[src/rtl/encoder_8x3_priority_sticky.sv]
// Sticky 8-to-3 priority encoder with a valid/ready output stage.
// Event pulses on din are held as pending bits and drained one code per
// accepted cycle, highest bit first. Code map matches the 3x8 decoders:
// bit7 -> code 0 ... bit0 -> code 7.
//
// state | meaning
// ------+---------------------------------------------
// EMPTY | no code on dout, dout_valid=0, dout=IDLE_CODE
// FULL  | dout holds a code awaiting dout_ready
module encoder_8x3_priority_sticky #(
    parameter logic [2:0] IDLE_CODE = 3'd0,
    parameter int         CNT_W     = 8
) (
    input  logic             clk,
    input  logic             rst,
    input  logic             en,
    input  logic [7:0]       din,
    output logic [2:0]       dout,
    output logic             dout_valid,
    input  logic             dout_ready,
    output logic [7:0]       pending,
    output logic             overrun,
    output logic [CNT_W-1:0] overrun_cnt
);

    typedef enum logic {EMPTY = 1'b0, FULL = 1'b1} state_t;

    localparam logic [CNT_W-1:0] CNT_MAX = {CNT_W{1'b1}};

    state_t           state_q;
    logic [2:0]       dout_q;
    logic [7:0]       pending_q, pending_d;
    logic             overrun_q, overrun_d;
    logic [CNT_W-1:0] cnt_q, cnt_d;

    logic [7:0] set_vec;
    logic [7:0] clr_vec;
    logic [7:0] ovr_vec;
    logic [2:0] pick;
    logic       free;
    logic       load;

    // Highest set pending bit wins; later (higher) indices overwrite earlier ones.
    always_comb begin
        pick = 3'd0;
        for (int i = 0; i < 8; i++) begin
            if (pending_q[i]) pick = 3'(i);
        end
    end

    // Pending update, overrun detection and saturating count. A new event on
    // the bit being loaded this edge counts as fresh, so set wins over clear.
    always_comb begin
        set_vec   = din & {8{en}};
        free      = (state_q == EMPTY) || dout_ready;
        load      = free && (|pending_q);
        clr_vec   = load ? (8'b1 << pick) : 8'b0;
        pending_d = (pending_q & ~clr_vec) | set_vec;
        ovr_vec   = set_vec & pending_q & ~clr_vec;
        overrun_d = |ovr_vec;
        cnt_d     = cnt_q;
        if (overrun_d && (cnt_q != CNT_MAX)) cnt_d = cnt_q + 1'b1;
    end

    // Output-stage FSM plus all registered state; stalled FULL holds dout.
    always_ff @(posedge clk) begin
        if (rst) begin
            state_q   <= EMPTY;
            dout_q    <= IDLE_CODE;
            pending_q <= 8'h00;
            overrun_q <= 1'b0;
            cnt_q     <= '0;
        end else begin
            pending_q <= pending_d;
            overrun_q <= overrun_d;
            cnt_q     <= cnt_d;
            case (state_q)
                EMPTY: begin
                    if (load) begin
                        state_q <= FULL;
                        dout_q  <= 3'd7 - pick;
                    end
                end
                FULL: begin
                    if (load) begin
                        dout_q <= 3'd7 - pick;
                    end else if (dout_ready) begin
                        state_q <= EMPTY;
                        dout_q  <= IDLE_CODE;
                    end
                end
                default: begin
                    state_q <= EMPTY;
                    dout_q  <= IDLE_CODE;
                end
            endcase
        end
    end

    assign dout        = dout_q;
    assign dout_valid  = (state_q == FULL);
    assign pending     = pending_q;
    assign overrun     = overrun_q;
    assign overrun_cnt = cnt_q;

endmodule

[config.mk]
export PLATFORM = sky130hd
export DESIGN_NAME = encoder_8x3_priority_sticky
export DESIGN_NICKNAME = d
export VERILOG_FILES = /design/src/rtl/encoder_8x3_priority_sticky.sv
export SDC_FILE = /design/constraint.sdc
export NUM_CORES = 1
export LEC_CHECK = 0
export BUFFER_PORTS_ARGS = -buffer_cell sky130_fd_sc_hd__buf_4
export CORE_MARGIN = 5
export CORE_UTILIZATION = 43
export DETAILED_ROUTE_END_ITERATION = 10
export HOLD_SLACK_MARGIN = 0.02
export PLACE_DENSITY = 0.73
export SYNTH_ARGS = -nofsm -noshare
export SYNTH_HDL_FRONTEND = slang
export SYNTH_SLANG_ARGS = --single-unit
[constraint.sdc]
create_clock -name clk -period 2.5 [get_ports clk]
set_input_delay 0.125 -clock clk [delete_from_list [all_inputs] [get_ports clk]]
set_output_delay 0.125 -clock clk [all_outputs]
set_load 0.005 [all_outputs]
==> flow_metrics.env <==
export IMPL_syn_to_final_growth_pct=26.9
export IMPL_setup_tns_ns=0
export IMPL_critPathLaunch="pending[3]"
export IMPL_rr_worst_depth=7
export IMPL_p_clk_share_pct=23.0
export IMPL_wl_um=2850
export IMPL_min_path_type="in -> reg"
export IMPL_worstPathMaxFanout=17
export IMPL_netlist_instances=129
export IMPL_fmax_ghz=0.433
export IMPL_grt_setup_unrepaired="no"
export IMPL_final_setup_viol_count=0
export IMPL_antenna_cells=0
export IMPL_crit_required_ns=2.70
export IMPL_intPower_mw=0.507
export IMPL_first_pass_iters=4
export IMPL_cts_hold_buf=0
export IMPL_ctsRootBufferMaster="clkbuf_4"
export IMPL_layout_common_cells="32 x buf_4, 21 x dfxtp_1, 15 x a21oi_1"
export IMPL_tightest_slew_ns=0.414
export IMPL_slew_headroom_pct=72.1
export IMPL_status="completed"
export IMPL_synth_avg_cell_area_um2=8.59
export IMPL_skew_ns=0.0197
export IMPL_wl_met3_um=205
export IMPL_maxCapViolations=0
export IMPL_synth_async_reset_ratio_pct=0
export IMPL_overflow=0
export IMPL_dieArea_um2=3690
export IMPL_synth_ff_latch_count=21
export IMPL_drt_iter0_drc=62
export IMPL_cts_sinks=21
export IMPL_syn_cell_area_um2=1110
export IMPL_htree_levels=1
export IMPL_crit_buf_inv=1
export IMPL_clk_pin_slew_ns=0.13
export IMPL_setup_worst_path_class="reg -> reg"
export IMPL_grt_pass1_vias=1012
export IMPL_clk_latency_ns=0.31
export IMPL_cp_num_cells=7
export IMPL_cp_top_family="simple AND/OR/NAND/NOR gates"
export IMPL_nNetsFinal=175
export IMPL_fin_crit_sh_pct=92.4
export IMPL_cts_tree="done"
export IMPL_synth_flop_cell="dfxtp_1"
export IMPL_cp_slowest_stage_delay_ns=0.56
export IMPL_drc=0
export IMPL_dr_total_vias=1125
export IMPL_hold_viol_final=0
export IMPL_gp_congestion=0.855
export IMPL_fp_dieH_um=60.8
export IMPL_ys_types=44
export IMPL_hpwl_um=2100
export IMPL_power_frac_seq_pct=52.8
export IMPL_wl_met1_um=1260
export IMPL_syn_nets=142
export IMPL_antenna_found_initial=0
export IMPL_r2r_end="overrun_cnt[6]"
export IMPL_yosysWarnings=0
export IMPL_cts_buffers=3
export IMPL_via_per_inst=5.89
export IMPL_clk_path_buf_depth=2
export IMPL_fin_crit_ns=2.31
export IMPL_grt_max_degree=22
export IMPL_p_sw_share_pct=30.1
export IMPL_min_from="din[4]"
export IMPL_endpoint="overrun_cnt[6]"
export IMPL_ant_nets=0
export IMPL_gr_usage_all_layers_pct=16.1
export IMPL_power_frac_comb_pct=24.3
export IMPL_cp_end_kind="register"
export IMPL_slew_viol_final=0
export IMPL_yosysSeqAreaShare_pct=37.9
export IMPL_cp_data_arrival_time_ns=2.51
export IMPL_final_common_cell="buf_4"
export IMPL_synth_edf_count=0
export IMPL_dieWidth_um=60.8
export IMPL_pwr_density_cell_nw_per_um2=515
export IMPL_maxUsedRoutingLayer="met4"
export IMPL_core_area_um2=2480
export IMPL_met2_length_um=1370
export IMPL_switching_power_mw=0.218
export IMPL_cts_repair_resized=0
export IMPL_wl_per_cell_um=14.9
export IMPL_drive_above_1_share_pct=30.4
export IMPL_peakVddDrop_uv=464
export IMPL_worstPathCellList="or4_4, o2111a_1, o221ai_2, a221oi_2, buf_12, or4b_1, o211a_1"
export IMPL_leakage_nw=0.593
export IMPL_fin_area_um2=1410
export IMPL_start_util_pct=44.7
export IMPL_cp_slowest_cell="or4_4"
export IMPL_r2r_slack_ns=0.19
export IMPL_num_rows=18
export IMPL_timing_rr_start="pending[3]"
export IMPL_post_dp_cell_area_um2=1380
export IMPL_ios=33
export IMPL_port_buffers=32
export IMPL_post_cts_buffers=0
export IMPL_grt_pass1_wl_um=4530
export IMPL_cp_start_kind="register"
metrics by stage:
step                total power, mW  util (%)  hold WS (ns)  std cells  setup WS [ns]
floorplan                     0.488         -         0.227        129          0.428
global placement              0.561      55.7         0.386        187          0.279
detailed placement            0.565      55.7         0.403        187          0.248
CTS                           0.736      56.8        0.0456        191          0.194
global route                  0.777      56.8        0.0516        191          0.100
finish                        0.725      56.8        0.0652        191          0.189
per-layer routing:
layer / vias to the layer above / track usage [%]
li1: 555 / -
met1: 529 / 19.6
met2: 39 / 26.6
met3: 2 / 4.68
met4: 0 / 6.81
met5: - / 0
registers in the layout (all words and copies together) (netlist names):
register	flops
dout	3
overrun	1
overrun_cnt	8
pending	8
dout_valid	1
Yosys cell counts, drive strengths merged, types with 3 or more instances:
| cell type | number | area share (%) |
|---|---|---|
| o31ai | 4 | 2.7 |
| nand3 | 9 | 4.5 |
| o21ai | 9 | 4.1 |
| nor2b | 3 | 2.4 |
| a21oi | 15 | 6.8 |
| buf | 3 | 1.8 |
| and3 | 4 | 2.4 |
| a22oi | 4 | 2.7 |
| or4 | 5 | 3.7 |
| inv | 4 | 1.4 |
| dfxtp | 21 | 38 |
| nor2 | 10 | 3.4 |
| nand2 | 11 | 3.7 |
power by group through the flow:
stage,combinational (mW),clock (mW),sequential (mW)
finish,0.176,0.166,0.383
detailed placement,0.175,0,0.390
CTS,0.177,0.177,0.382
global placement,0.172,0,0.389
global route,0.193,0.197,0.387
floorplan,0.102,0,0.386
final cells by class:
| cell class | instances | area (um^2) |
|---|---|---|
| Fill cell | 240 | 1070 |
| Inverter | 4 | 15.0 |
| Tap cell | 30 | 37.5 |
| Sequential cell | 21 | 420 |
| Clock buffer | 3 | 22.5 |
| Multi-Input combinational cell | 99 | 646 |
| Timing Repair Buffer | 33 | 260 |
| Clock inverter | 1 | 5.00 |
worst min path at each step:
stage,endpoint,slack [ns],cells after the start
5_1_grt,pending[4],0.05,3
3_3_place_gp,pending[4],0.39,3
2_1_floorplan,overrun_cnt[7],0.23,1
3_5_place_dp,pending[4],0.40,3
4_1_cts,pending[4],0.05,3
6_report,pending[4],0.07,3
worst register-to-register path, delay by kind of cell (launching register included):
kind	cells	cell delay, ns
AND/OR/NAND/NOR	2	1.06
buffers and inverters	1	0.16
AO/OA/AOI/OAI	4	0.58
flip-flops	1	0.40
cell families after synthesis:
| logic type | count (synthesis) | share of synthesized area [%] |
|---|---|---|
| AOI/OAI and AO/OA | 45 | 28.4 |
| adders and majority gates | 1 | 1.13 |
| buffers and inverters | 9 | 3.84 |
| DFF | 21 | 37.9 |
| and+or+nand+nor | 53 | 28.7 |
No activity file was read; power rests on OpenSTA's default activity.
